[config.mk]
export PLATFORM = sky130hd
export DESIGN_NAME = timer_controller
export DESIGN_NICKNAME = d
export VERILOG_FILES = /design/src/rtl/timer_controller.sv
export SDC_FILE = /design/constraint.sdc
export NUM_CORES = 1
export LEC_CHECK = 0
export CORE_MARGIN = 4
export CORE_UTILIZATION = 45
export DETAILED_ROUTE_END_ITERATION = 16
export GPL_TIMING_DRIVEN = 0
export PLACE_DENSITY = 0.67
export SKIP_CTS_REPAIR_TIMING = 1
export SYNTH_ARGS = -nofsm -noshare
export SYNTH_HDL_FRONTEND = slang
export SYNTH_SLANG_ARGS = --single-unit
[constraint.sdc]
create_clock -name clk -period 2.9 [get_ports clk]
set_clock_uncertainty 0.2 [all_clocks]
set_input_delay 0.725 -clock clk [delete_from_list [all_inputs] [get_ports clk]]
set_output_delay 0.725 -clock clk [all_outputs]
set_load 0.05 [all_outputs]
[src/rtl/timer_controller.sv]
// MM:SS countdown sequencer: button edge detection, one-second prescaler and
// IDLE/EDIT/RUN/PAUSE/ALARM control of an external chain of digit timers.

module timer_btn_edge (
  input  logic clk,
  input  logic reset,
  input  logic level,
  output logic rise
);
  logic hist;

  always_ff @(posedge clk or negedge reset) begin
    if (!reset) hist <= 1'b0;
    else        hist <= level;
  end

  assign rise = level & ~hist;
endmodule

module timer_controller #(
  parameter int TICK_DIV = 50000000,
  parameter int PS_W     = 26
) (
  input  logic        clk,
  input  logic        reset,
  input  logic        btn_start,
  input  logic        btn_mode,
  input  logic        btn_inc,
  input  logic [15:0] digit_value,
  input  logic [3:0]  digits_done,
  output logic        dig_enable,
  output logic        dig_step,
  output logic [3:0]  dig_set,
  output logic [3:0]  dig_set_value,
  output logic [1:0]  sel_digit,
  output logic [2:0]  state,
  output logic        alarm,
  output logic        blink
);
  localparam int NUM_BTN = 3;
  localparam logic [PS_W-1:0] PS_LAST = PS_W'(TICK_DIV - 1);
  localparam logic [3:0][3:0] DIG_MAX = {4'd5, 4'd9, 4'd5, 4'd9};

  typedef enum logic [2:0] {
    S_IDLE  = 3'd0,
    S_EDIT  = 3'd1,
    S_RUN   = 3'd2,
    S_PAUSE = 3'd3,
    S_ALARM = 3'd4
  } state_t;

  state_t             st_q, st_nx;
  logic [PS_W-1:0]    ps_q, ps_nx, ps_adv;
  logic [1:0]         sel_q, sel_nx;
  logic               step_nx, blink_nx;
  logic [3:0]         set_nx, setv_nx;
  logic [3:0]         cur_dig;
  logic               wrap, all_zero, counting;
  logic               ev_start, ev_mode, ev_inc;
  logic [NUM_BTN-1:0] btn_lvl, btn_rise;

  // bit 0 = start, 1 = mode, 2 = inc
  assign btn_lvl = {btn_inc, btn_mode, btn_start};

  timer_btn_edge u_edge [NUM_BTN-1:0] (
    .clk   (clk),
    .reset (reset),
    .level (btn_lvl),
    .rise  (btn_rise)
  );

  assign ev_start = btn_rise[0];
  assign ev_mode  = btn_rise[1] & ~btn_rise[0];
  assign ev_inc   = btn_rise[2] & ~btn_rise[1] & ~btn_rise[0];

  assign all_zero = &digits_done;
  assign wrap     = (ps_q == PS_LAST);
  assign ps_adv   = wrap ? '0 : ps_q + PS_W'(1);
  assign cur_dig  = digit_value[{sel_q, 2'b00} +: 4];

  always_comb begin
    st_nx   = st_q;
    sel_nx  = sel_q;
    step_nx = 1'b0;
    set_nx  = '0;
    setv_nx = '0;
    case (st_q)
      S_IDLE: begin
        if (ev_start) begin
          if (!all_zero) st_nx = S_RUN;
        end else if (ev_mode) begin
          st_nx  = S_EDIT;
          sel_nx = 2'd3;
        end
      end
      S_EDIT: begin
        if (ev_start) begin
          st_nx = all_zero ? S_IDLE : S_RUN;
        end else if (ev_mode) begin
          if (sel_q == 2'd0) st_nx = S_IDLE;
          else               sel_nx = sel_q - 2'd1;
        end else if (ev_inc) begin
          set_nx[sel_q] = 1'b1;
          setv_nx = (cur_dig >= DIG_MAX[sel_q]) ? 4'd0 : cur_dig + 4'd1;
        end
      end
      S_RUN: begin
        // start wins over a coincident wrap so a pause never emits a step
        if (ev_start) begin
          st_nx = S_PAUSE;
        end else if (wrap) begin
          if (all_zero) st_nx = S_ALARM;
          else          step_nx = 1'b1;
        end
      end
      S_PAUSE: begin
        if (ev_start)     st_nx = S_RUN;
        else if (ev_mode) st_nx = S_IDLE;
      end
      S_ALARM: begin
        if (ev_start | ev_mode | ev_inc) st_nx = S_IDLE;
      end
      default: st_nx = S_IDLE;
    endcase
  end

  // Prescaler: frozen in PAUSE and IDLE, restarted on fresh entry to RUN/EDIT
  always_comb begin
    counting = (st_q == S_EDIT) || (st_q == S_ALARM) || ((st_q == S_RUN) && !ev_start);
    ps_nx    = counting ? ps_adv : ps_q;
    if (st_nx == S_IDLE)
      ps_nx = '0;
    else if ((st_nx != st_q) && (st_q != S_PAUSE) && ((st_nx == S_RUN) || (st_nx == S_EDIT)))
      ps_nx = '0;
  end

  always_comb begin
    blink_nx = 1'b0;
    if ((st_nx == S_EDIT) || (st_nx == S_ALARM))
      blink_nx = blink ^ (wrap && ((st_q == S_EDIT) || (st_q == S_ALARM)));
  end

  always_ff @(posedge clk or negedge reset) begin
    if (!reset) begin
      st_q          <= S_IDLE;
      ps_q          <= '0;
      sel_q         <= '0;
      dig_enable    <= 1'b0;
      dig_step      <= 1'b0;
      dig_set       <= '0;
      dig_set_value <= '0;
      alarm         <= 1'b0;
      blink         <= 1'b0;
    end else begin
      st_q          <= st_nx;
      ps_q          <= ps_nx;
      sel_q         <= sel_nx;
      dig_enable    <= (st_nx == S_RUN);
      dig_step      <= step_nx;
      dig_set       <= set_nx;
      dig_set_value <= setv_nx;
      alarm         <= (st_nx == S_ALARM);
      blink         <= blink_nx;
    end
  end

  assign state     = st_q;
  assign sel_digit = sel_q;
endmodule
==> results_tabular.tex, run 1 <==
\begin{tabular}{lr}
\hline
Metric & Value \\
\hline
\multicolumn{2}{l}{\textbf{Run status}} \\
Result of the run & complete, no violations \\
\multicolumn{2}{l}{\textbf{Setup path}} \\
Critical Path Start Type & primary input \\
Worst path arrival time & 2.75 ns \\
Endpoint kind of the worst setup timing path & flip-flop \\
Maximum net fanout on the critical path & 10 \\
Depth of the worst register-to-register path & 10 \\
Crit path from & btn\_start \\
Type of the worst setup path & in -> reg \\
Launch instance of the worst register-to-register path & sel\_digit[1] \\
Worst Path Required & 2.88 ns \\
\multicolumn{2}{l}{\textbf{Logic synthesis}} \\
XOR/XNOR Fraction of Synth Area & 4.02\% \\
Seq cells post-synth & 46 \\
Sequential area share after synthesis & 40.7\% \\
Adder-cell share of the synthesized area & 4.42\% \\
Post-synthesis instance area & 2830 sq um \\
Warnings, synthesis & 0 \\
Fraction of registers with async set/reset & 100\% \\
Cell count after synthesis & 296 \\
Post-Synth Simple-Gate Area & 32.0\% \\
Number of enable-type register cells in the synthesized netlist & 0 \\
Dominant combinational cell family by area after synthesis & simple AND/OR/NAND/NOR gates \\
Netlist cell types & 55 \\
Syn Nets & 331 \\
Synthesized area divided by synthesized cell count & 9.56 sq um \\
Mux cell area share after synthesis & 3.18\% \\
Top\_reg\_cell synth & sky130\_fd\_sc\_hd\_\_dfrtp\_1 \\
Fraction of the mapped netlist area in compound gates & 11.1\% \\
\multicolumn{2}{l}{\textbf{Placed design}} \\
IO buf count & 41 \\
Pre-CTS WS & -0.340 ns \\
Final HPWL from detailed placement & 5.10 mm \\
GP Congestion & 0.858 \\
\multicolumn{2}{l}{\textbf{Clock tree}} \\
Skew-Pair Late Insertion Delay & 0.30 ns \\
Htree depth & 2 \\
CTS Sinks & 46 \\
Root Buffer Master & sky130\_fd\_sc\_hd\_\_clkbuf\_8 \\
Clock transition at the registers of the reported paths & 0.09 ns \\
Number of CTS-inserted buffers & 5 \\
Clock tree from TritonCTS & yes \\
Maximum buffer depth of the clock tree & 2 \\
\multicolumn{2}{l}{\textbf{Layout}} \\
Antenna cells & 0 \\
Sequential cell area & 1150 sq um \\
Final \#Nets & 382 \\
Fraction of layout instances using a drive strength above 1 & 13.5\% \\
Most common cell after layout, fill and taps aside & sky130\_fd\_sc\_hd\_\_dfrtp\_1 \\
Final core area utilization & 58.2\% \\
Final-layout fill cell count & 539 \\
Highest-count cells in the layout ignoring fill and taps & 44 x sky130\_fd\_sc\_hd\_\_dfrtp\_1, 40 x sky130\_fd\_sc\_hd\_\_clkdlybuf4s50\_1, 27 x sky130\_fd\_sc\_hd\_\_nand3\_1 \\
Area grow syn2layout & 23.9\% \\
Footprint of the multi-input gates & 1580 sq um \\
\multicolumn{2}{l}{\textbf{Power and ir drop}} \\
Proportion of power drawn by flip-flops and latches & 38.7\% \\
Leakage power summed over all cells & 1.49 nW \\
Clock power share & 23.6\% \\
Power share of the combinational group & 37.7\% \\
Net load switching power & 0.000729 W \\
Power per cell area & 555 nW/um\^{}2 \\
Switching portion of total power & 37.4\% \\
Cell-internal power & 0.00122 W \\
Highest ir drop seen on vdd & 0.000372 V \\
\multicolumn{2}{l}{\textbf{Route}} \\
Count of routing violations after the opening detailed-route iteration & 179 \\
Antenna Nets Post-Route & 0 \\
Wire length after detailed routing & 6.99 mm \\
Router iterations before antenna repair & 4 \\
Average wire per cell in the routed design & 16.5 um \\
Number of vias per cell after detailed routing & 5.89 \\
Total vias in the final route & 2491 \\
Final routed DRC violation total & 0 \\
\multicolumn{2}{l}{\textbf{STA}} \\
Total of endpoints with negative setup slack in the final report & 0 \\
Period utilization & 95.4\% \\
Headroom to the max-slew limit & 42.4\% \\
Slew of the pin with the lowest slew margin & 0.856 ns \\
Number of failing hold endpoints at the final stage & 0 \\
Max Slew Vio Count & 0 \\
Worst setup margin & 0.132 ns \\
Final Critical Period & 2.77 ns \\
Hold slack final & 0.118 ns \\
Peak Freq & 361 MHz \\
\multicolumn{2}{l}{\textbf{Global route}} \\
Vias in the first global route & 2494 \\
Initial antenna violation count & 0 \\
Global-route wire length before repair & 12.0 mm \\
Total global routing track utilization & 19.7\% \\
Largest net degree at the start of global routing & 34 \\
Overall overflow remaining after global route & 0 \\
\multicolumn{2}{l}{\textbf{Min path}} \\
Hold/Removal Path Class & in -> async \\
\multicolumn{2}{l}{\textbf{Die}} \\
Rows & 28 \\
Die span in x & 87.3 um \\
Die Area & 7620 sq um \\
Starting Density & 46.9\% \\
I/O pin cnt & 42 \\
Total core area & 6030 sq um \\
Die height & 87.3 um \\
\multicolumn{2}{l}{\textbf{Run}} \\
Total of max-cap violations & 0 \\
\hline
\end{tabular}
[logic make-up after synthesis]
kind of cell,count (synthesis)
compound gates,45
fa+ha+maj,10
flops,46
buf+inv,24
mux,4
xor+xnor,13
simple gates,154
[cell type report]
type | count | area share [%]
Multi-Input combinational cell | 226 | 44.9
Sequential cell | 46 | 32.9
Timing Repair Buffer | 45 | 12.8
Clock buffer | 8 | 3.14
Buffer | 17 | 2.93
Tap cell | 75 | 2.68
Inverter | 6 | 0.642
[worst max-delay path, cell delays in order]
cell                              delay (ns)
sky130_fd_sc_hd__clkdlybuf4s50_1        0.49
sky130_fd_sc_hd__and2b_1                0.31
sky130_fd_sc_hd__nand2_1                0.13
sky130_fd_sc_hd__or4_1                  0.48
sky130_fd_sc_hd__o211ai_1               0.22
sky130_fd_sc_hd__buf_2                  0.32
sky130_fd_sc_hd__a211oi_1               0.08
[stage by stage]
stage | TNS [ns] | total power (W) | instance area, sq um | std cells
floorplan | 0 | 0.00126 | 2830 | 296
global placement | -25.56 | 0.00148 | 3330 | 412
detailed placement | -6.65 | 0.00149 | 3350 | 413
CTS | -2.26 | 0.00195 | 3460 | 421
global route | -0.00159 | 0.00206 | 3510 | 423
finish | 0 | 0.00195 | 3510 | 423
[synthesized netlist by cell type (all sizes together), types with 6 or more instances]
master,number,share of area (%)
xnor2,6,1.9
xor2,7,2.2
nand2,21,2.8
nand3,27,4.8
o21ai,6,1.1
nor3,9,2.0
buf,13,3.1
nor2,23,3.1
ha,10,4.4
and3,8,1.8
nand2b,7,1.8
dfrtp,46,41
nand4,15,3.3
a21oi,13,2.4
inv,6,0.80
and2,7,1.5
a31oi,11,2.4
[power groups by stage]
stage / Sequential [W] / Combinational (W) / Clock, W
floorplan: 0.000827 / 0.000431 / 0
global placement: 0.000764 / 0.000714 / 0
detailed placement: 0.000765 / 0.000723 / 0
CTS: 0.000753 / 0.000724 / 0.000473
global route: 0.000765 / 0.000800 / 0.000498
finish: 0.000753 / 0.000734 / 0.000459
[path summary, 6_finish.rpt]
check,end,slack [ns]
min in group clk,ps_q[13],0.35
min,u_edge[1].hist,0.12
min reg2reg,ps_q[13],0.35
max,ps_q[20],0.13
max in group asynchronous,dig_set_value[3],1.88
max reg2reg,ps_q[13],0.25
[per-layer routing]
layer  track usage, %  part of all wire (%)
met1             26.8                    44
met2             32.3                    48
met3             3.60                   6.3
met4             5.30                  0.92
met5                0                     0
[state kept, by name, summed over array words and instances, names as in the netlist]
signal / flops
ps_q: 26
dig_set: 4
dig_set_value: 4
state: 3
u_edge.hist: 3
sel_digit: 2
alarm: 1
blink: 1
dig_enable: 1
dig_step: 1
(Power assumes the default switching activity.)
==> run 2: changes to the inputs <==
Settings changed: CORE_UTILIZATION 45 to 35, PLACE_DENSITY 0.67 to 0.55.
==> results_tabular.tex, run 2 (synthesized netlist as in run 1, its figures left out) <==
\begin{tabular}{lr}
\hline
Metric & Value \\
\hline
\multicolumn{2}{l}{\textbf{Clock tree}} \\
Root Buffer Master & sky130\_fd\_sc\_hd\_\_clkbuf\_8 \\
CTS Sinks & 46 \\
Maximum buffer depth of the clock tree & 2 \\
Clock transition at the registers of the reported paths & 0.09 ns \\
Skew-Pair Late Insertion Delay & 0.29 ns \\
Number of CTS-inserted buffers & 5 \\
Htree depth & 2 \\
Clock tree from TritonCTS & yes \\
\multicolumn{2}{l}{\textbf{Power and ir drop}} \\
Leakage power summed over all cells & 1.48 nW \\
Cell-internal power & 0.00117 W \\
Switching portion of total power & 38.9\% \\
Power per cell area & 544 nW/um\^{}2 \\
Net load switching power & 0.000748 W \\
Highest ir drop seen on vdd & 0.000295 V \\
Clock power share & 21.1\% \\
Proportion of power drawn by flip-flops and latches & 39.3\% \\
Power share of the combinational group & 39.6\% \\
\multicolumn{2}{l}{\textbf{Run}} \\
Total of max-cap violations & 0 \\
\multicolumn{2}{l}{\textbf{Setup path}} \\
Maximum net fanout on the critical path & 10 \\
Worst path arrival time & 2.78 ns \\
Worst Path Required & 2.87 ns \\
Crit-path leading delay family & simple AND/OR/NAND/NOR gates \\
Worst-path cell chain & clkdlybuf4s50\_1, and2b\_1, nand2\_1, or4\_1, o211ai\_1, buf\_2, a21oi\_1 \\
Endpoint kind of the worst setup timing path & flip-flop \\
Critical path's slowest cell & sky130\_fd\_sc\_hd\_\_clkdlybuf4s50\_1 \\
Critical Path Start Type & primary input \\
Crit path buf inv count & 2 \\
Delay of the slowest critical-path stage & 0.49 ns \\
Type of the worst setup path & in -> reg \\
\multicolumn{2}{l}{\textbf{Layout}} \\
Register with the most flip-flops & ps\_q \\
Most common cell after layout, fill and taps aside & sky130\_fd\_sc\_hd\_\_dfrtp\_1 \\
Highest-count cells in the layout ignoring fill and taps & 44 x sky130\_fd\_sc\_hd\_\_dfrtp\_1, 40 x sky130\_fd\_sc\_hd\_\_clkdlybuf4s50\_1, 27 x sky130\_fd\_sc\_hd\_\_nand3\_1 \\
Count of non-filler cells in the finished layout & 449 \\
Area grow syn2layout & 24.9\% \\
Final-layout fill cell count & 767 \\
Antenna cells & 0 \\
Final \#Nets & 381 \\
Fraction of layout instances using a drive strength above 1 & 13.5\% \\
Regs by FF count & ps\_q (26), dig\_set (4), dig\_set\_value (4) \\
Flip-flop count of the largest register, all copies and words added & 26 \\
Post-layout instance area & 3530 sq um \\
Final core area utilization & 45.3\% \\
\multicolumn{2}{l}{\textbf{Global route}} \\
Overall overflow remaining after global route & 0 \\
Initial antenna violation count & 0 \\
Total global routing track utilization & 15.3\% \\
Largest net degree at the start of global routing & 29 \\
Vias in the first global route & 2250 \\
Global-route wire length before repair & 11.8 mm \\
\multicolumn{2}{l}{\textbf{Die}} \\
Die span in x & 97.9 um \\
Die height & 97.9 um \\
Die Area & 9590 sq um \\
Starting Density & 36.2\% \\
Rows & 32 \\
I/O pin cnt & 42 \\
Total core area & 7810 sq um \\
\multicolumn{2}{l}{\textbf{Placed design}} \\
Placed Instance Area & 3380 sq um \\
IO buf count & 41 \\
Final HPWL from detailed placement & 5.39 mm \\
Pre-CTS WS & -0.331 ns \\
Cell count after placement & 440 \\
GP Congestion & 0.841 \\
\multicolumn{2}{l}{\textbf{STA}} \\
Max Slew Vio Count & 0 \\
Unrepaired setup endpoints after global routing & yes \\
Slew of the pin with the lowest slew margin & 0.809 ns \\
Peak Freq & 356 MHz \\
Period utilization & 97.0\% \\
Total negative setup slack & 0 ns \\
Number of failing hold endpoints at the final stage & 0 \\
Headroom to the max-slew limit & 45.5\% \\
Total of endpoints with negative setup slack in the final report & 0 \\
Worst setup margin & 0.0872 ns \\
Final Critical Period & 2.81 ns \\
\multicolumn{2}{l}{\textbf{Route}} \\
Average wire per cell in the routed design & 16.3 um \\
Wire length after detailed routing & 7.33 mm \\
Antenna Nets Post-Route & 0 \\
Number of vias per cell after detailed routing & 5.53 \\
Total vias in the final route & 2483 \\
Count of routing violations after the opening detailed-route iteration & 151 \\
Router iterations before antenna repair & 4 \\
Final routed DRC violation total & 0 \\
\multicolumn{2}{l}{\textbf{Run status}} \\
Result of the run & complete, no violations \\
\multicolumn{2}{l}{\textbf{Min path}} \\
Hold/Removal Path Class & in -> async \\
\hline
\end{tabular}
==> run 2: cell types whose count changed in the layout (fill, tap and decap cells not counted), sizes merged <==
cell,before,now
buf,19,17
clkinv,0,1
==> run 2: routing by layer <==
metal | GRT usage [%] | part of all wire [%]
met5 | 0 | 0
met4 | 4.47 | 0.98
met3 | 2.43 | 4.3
met2 | 24.6 | 49
met1 | 21.4 | 46
==> run 2: final timing paths <==
path                               from           end  slack (ns)  depth (start not counted)
setup reg to reg           sel_digit[1]      ps_q[13]        0.28                         10
hold reg to reg                   blink         blink        0.36                          2
setup / recovery              btn_start       ps_q[0]        0.09                          7
hold / removal                    reset         alarm        0.16                          1
min in group clk                  blink         blink        0.36                          2
max in group asynchronous         reset  sel_digit[0]        1.82                          2
==> run 2: final cells by class <==
cell class	count	area, sq um	share of cell area (%)
Clock buffer	7	86.3	2.44
Sequential cell	46	1150	32.6
Buffer	17	105	2.97
Inverter	6	22.5	0.637
Timing Repair Buffer	44	440	12.5
Clock inverter	1	5.00	0.142
Multi-Input combinational cell	226	1590	45.1
Tap cell	102	128	3.61
==> run 2: worst register-to-register path: cells and delay by family, from the launching register on <==
kind | cells | cell delay (ns)
DFF | 1 | 0.47
buffers and inverters | 3 | 0.38
adders and majority gates | 1 | 0.26
and+or+nand+nor | 3 | 0.53
AOI/OAI and AO/OA | 3 | 0.67
==> run 2: power groups by stage <==
stage | registers (W) | clock network (W) | logic, W
CTS | 0.000754 | 0.000426 | 0.000748
floorplan | 0.000827 | 0 | 0.000431
detailed placement | 0.000767 | 0 | 0.000747
global route | 0.000766 | 0.000454 | 0.000832
finish | 0.000755 | 0.000406 | 0.000762
global placement | 0.000764 | 0 | 0.000734
==> run 2: stage by stage <==
stage,hold WS (ns),power [W]
final,0.164,0.00192
after global routing,0.189,0.00205
after CTS,0.170,0.00193
after detailed placement,0.330,0.00151
after global placement,0.337,0.00150
after floorplan,0.229,0.00126
==> run 3: changes to the inputs <==
Settings changed: CORE_MARGIN 4 to default, PLACE_DENSITY 0.55 to 0.56.
==> results_tabular.tex, run 3 (synthesized netlist as in run 1, its figures left out) <==
\begin{tabular}{lr}
\hline
Metric & Value \\
\hline
\multicolumn{2}{l}{\textbf{Run status}} \\
Result of the run & complete, no violations \\
\multicolumn{2}{l}{\textbf{Layout}} \\
Final-layout fill cell count & 770 \\
Highest-count cells in the layout ignoring fill and taps & 44 x sky130\_fd\_sc\_hd\_\_dfrtp\_1, 40 x sky130\_fd\_sc\_hd\_\_clkdlybuf4s50\_1, 27 x sky130\_fd\_sc\_hd\_\_nand3\_1 \\
Post-layout instance area & 3570 sq um \\
Flip-flop count of the largest register, all copies and words added & 26 \\
Area grow syn2layout & 26.2\% \\
Final \#Nets & 381 \\
Register with the most flip-flops & ps\_q \\
Regs by FF count & ps\_q (26), dig\_set (4), dig\_set\_value (4) \\
Most common cell after layout, fill and taps aside & sky130\_fd\_sc\_hd\_\_dfrtp\_1 \\
Count of non-filler cells in the finished layout & 449 \\
Antenna cells & 0 \\
Fraction of layout instances using a drive strength above 1 & 13.5\% \\
\multicolumn{2}{l}{\textbf{Clock tree}} \\
Skew-Pair Late Insertion Delay & 0.31 ns \\
Root Buffer Master & sky130\_fd\_sc\_hd\_\_clkbuf\_8 \\
Clock transition at the registers of the reported paths & 0.09 ns \\
Number of CTS-inserted buffers & 5 \\
CTS Sinks & 46 \\
Maximum buffer depth of the clock tree & 2 \\
Htree depth & 2 \\
Clock tree from TritonCTS & yes \\
\multicolumn{2}{l}{\textbf{Setup path}} \\
Critical Path Start Type & primary input \\
Worst path arrival time & 2.76 ns \\
Endpoint kind of the worst setup timing path & flip-flop \\
Type of the worst setup path & in -> reg \\
Maximum net fanout on the critical path & 10 \\
Worst Path Required & 2.91 ns \\
Depth of the worst register-to-register path & 10 \\
Setup slack on the worst flop-to-flop path & 0.22 ns \\
Launch instance of the worst register-to-register path & sel\_digit[1] \\
RR Endpoint & ps\_q[13] \\
\multicolumn{2}{l}{\textbf{Power and ir drop}} \\
Cell-internal power & 0.00135 W \\
Switching portion of total power & 35.7\% \\
Power share of the combinational group & 35.5\% \\
Power per cell area & 586 nW/um\^{}2 \\
Leakage power summed over all cells & 1.49 nW \\
Net load switching power & 0.000748 W \\
Highest ir drop seen on vdd & 0.000439 V \\
Clock power share & 28.4\% \\
Proportion of power drawn by flip-flops and latches & 36.1\% \\
\multicolumn{2}{l}{\textbf{Placed design}} \\
Cell count after placement & 440 \\
Placed Instance Area & 3390 sq um \\
Final HPWL from detailed placement & 5.04 mm \\
IO buf count & 41 \\
GP Congestion & 0.865 \\
\multicolumn{2}{l}{\textbf{Die}} \\
I/O pin cnt & 42 \\
Total core area & 7770 sq um \\
Starting Density & 36.4\% \\
Die span in x & 91.9 um \\
Die height & 91.9 um \\
Rows & 32 \\
Die Area & 8450 sq um \\
\multicolumn{2}{l}{\textbf{STA}} \\
Total of endpoints with negative setup slack in the final report & 0 \\
Period utilization & 94.9\% \\
Number of failing hold endpoints at the final stage & 0 \\
Unrepaired setup endpoints after global routing & no \\
Total negative setup slack & 0 ns \\
Peak Freq & 363 MHz \\
Hold slack final & 0.209 ns \\
Max Slew Vio Count & 0 \\
Final Critical Period & 2.75 ns \\
Slew of the pin with the lowest slew margin & 0.872 ns \\
Headroom to the max-slew limit & 41.3\% \\
\multicolumn{2}{l}{\textbf{Route}} \\
Total vias in the final route & 2458 \\
Antenna Nets Post-Route & 0 \\
Number of vias per cell after detailed routing & 5.47 \\
Wire length after detailed routing & 6.97 mm \\
Count of routing violations after the opening detailed-route iteration & 160 \\
Average wire per cell in the routed design & 15.5 um \\
Router iterations before antenna repair & 4 \\
Final routed DRC violation total & 0 \\
\multicolumn{2}{l}{\textbf{Run}} \\
Total of max-cap violations & 0 \\
\multicolumn{2}{l}{\textbf{Global route}} \\
Vias in the first global route & 2367 \\
Initial antenna violation count & 0 \\
Total global routing track utilization & 17.8\% \\
Overall overflow remaining after global route & 0 \\
Global-route wire length before repair & 11.8 mm \\
Largest net degree at the start of global routing & 25 \\
\multicolumn{2}{l}{\textbf{Min path}} \\
Hold/Removal Path Class & in -> async \\
\hline
\end{tabular}
## run 3: layout make-up
type	instances	area (sq um)	area share [%]
Buffer	17	103	2.87
Clock buffer	6	82.6	2.31
Clock inverter	2	60.1	1.68
Inverter	6	22.5	0.631
Multi-Input combinational cell	226	1570	44.1
Sequential cell	46	1150	32.3
Tap cell	102	128	3.57
Timing Repair Buffer	44	448	12.5
## run 3: worst max-delay path by stage
| stage | end | slack (ns) | startpoint | cells past startpoint |
|---|---|---|---|---|
| floorplan | ps_q[13] | 0.10 | sel_digit[0] | 11 |
| global placement | sel_digit[0] | -0.64 | reset | 1 |
| detailed placement | ps_q[3] | -0.30 | btn_mode | 9 |
| CTS | ps_q[21] | -0.15 | sel_digit[0] | 11 |
| global route | ps_q[10] | 0.01 | btn_start | 7 |
| finish | ps_q[24] | 0.15 | btn_start | 8 |
## run 3: through the flow
| step | power (W) | util, % | worst slack, ns |
|---|---|---|---|
| global placement | 0.00148 | 43.4 | -0.636 |
| floorplan | 0.00126 | - | 0.104 |
| detailed placement | 0.00149 | 43.7 | -0.301 |
| finish | 0.00209 | 46.0 | 0.149 |
| CTS | 0.00210 | 45.5 | -0.154 |
| global route | 0.00222 | 46.0 | 0.0136 |
## run 3: worst max-delay path: stages
cell	delay [ns]
sky130_fd_sc_hd__clkdlybuf4s50_1	0.45
sky130_fd_sc_hd__and2b_1	0.27
sky130_fd_sc_hd__o32ai_1	0.43
sky130_fd_sc_hd__buf_2	0.33
sky130_fd_sc_hd__nand3_1	0.10
sky130_fd_sc_hd__nor3_1	0.25
sky130_fd_sc_hd__xnor2_1	0.15
sky130_fd_sc_hd__nor2_1	0.05
## run 3: per-layer routing
metal / track usage, % / share of wire, % / vias up
li1: - / - / 1195
met1: 24.5 / 48 / 1185
met2: 27.4 / 46 / 66
met3: 3.57 / 4.2 / 12
met4: 6.77 / 2.4 / 0
met5: 0 / 0 / -
## run 3: power by group through the flow
stage / sequential [W] / combinational [W] / clock, W
4_1_cts: 0.000752 / 0.000731 / 0.000615
5_1_grt: 0.000764 / 0.000815 / 0.000639
3_5_place_dp: 0.000762 / 0.000729 / 0
3_3_place_gp: 0.000763 / 0.000722 / 0
6_report: 0.000755 / 0.000742 / 0.000595
2_1_floorplan: 0.000827 / 0.000431 / 0
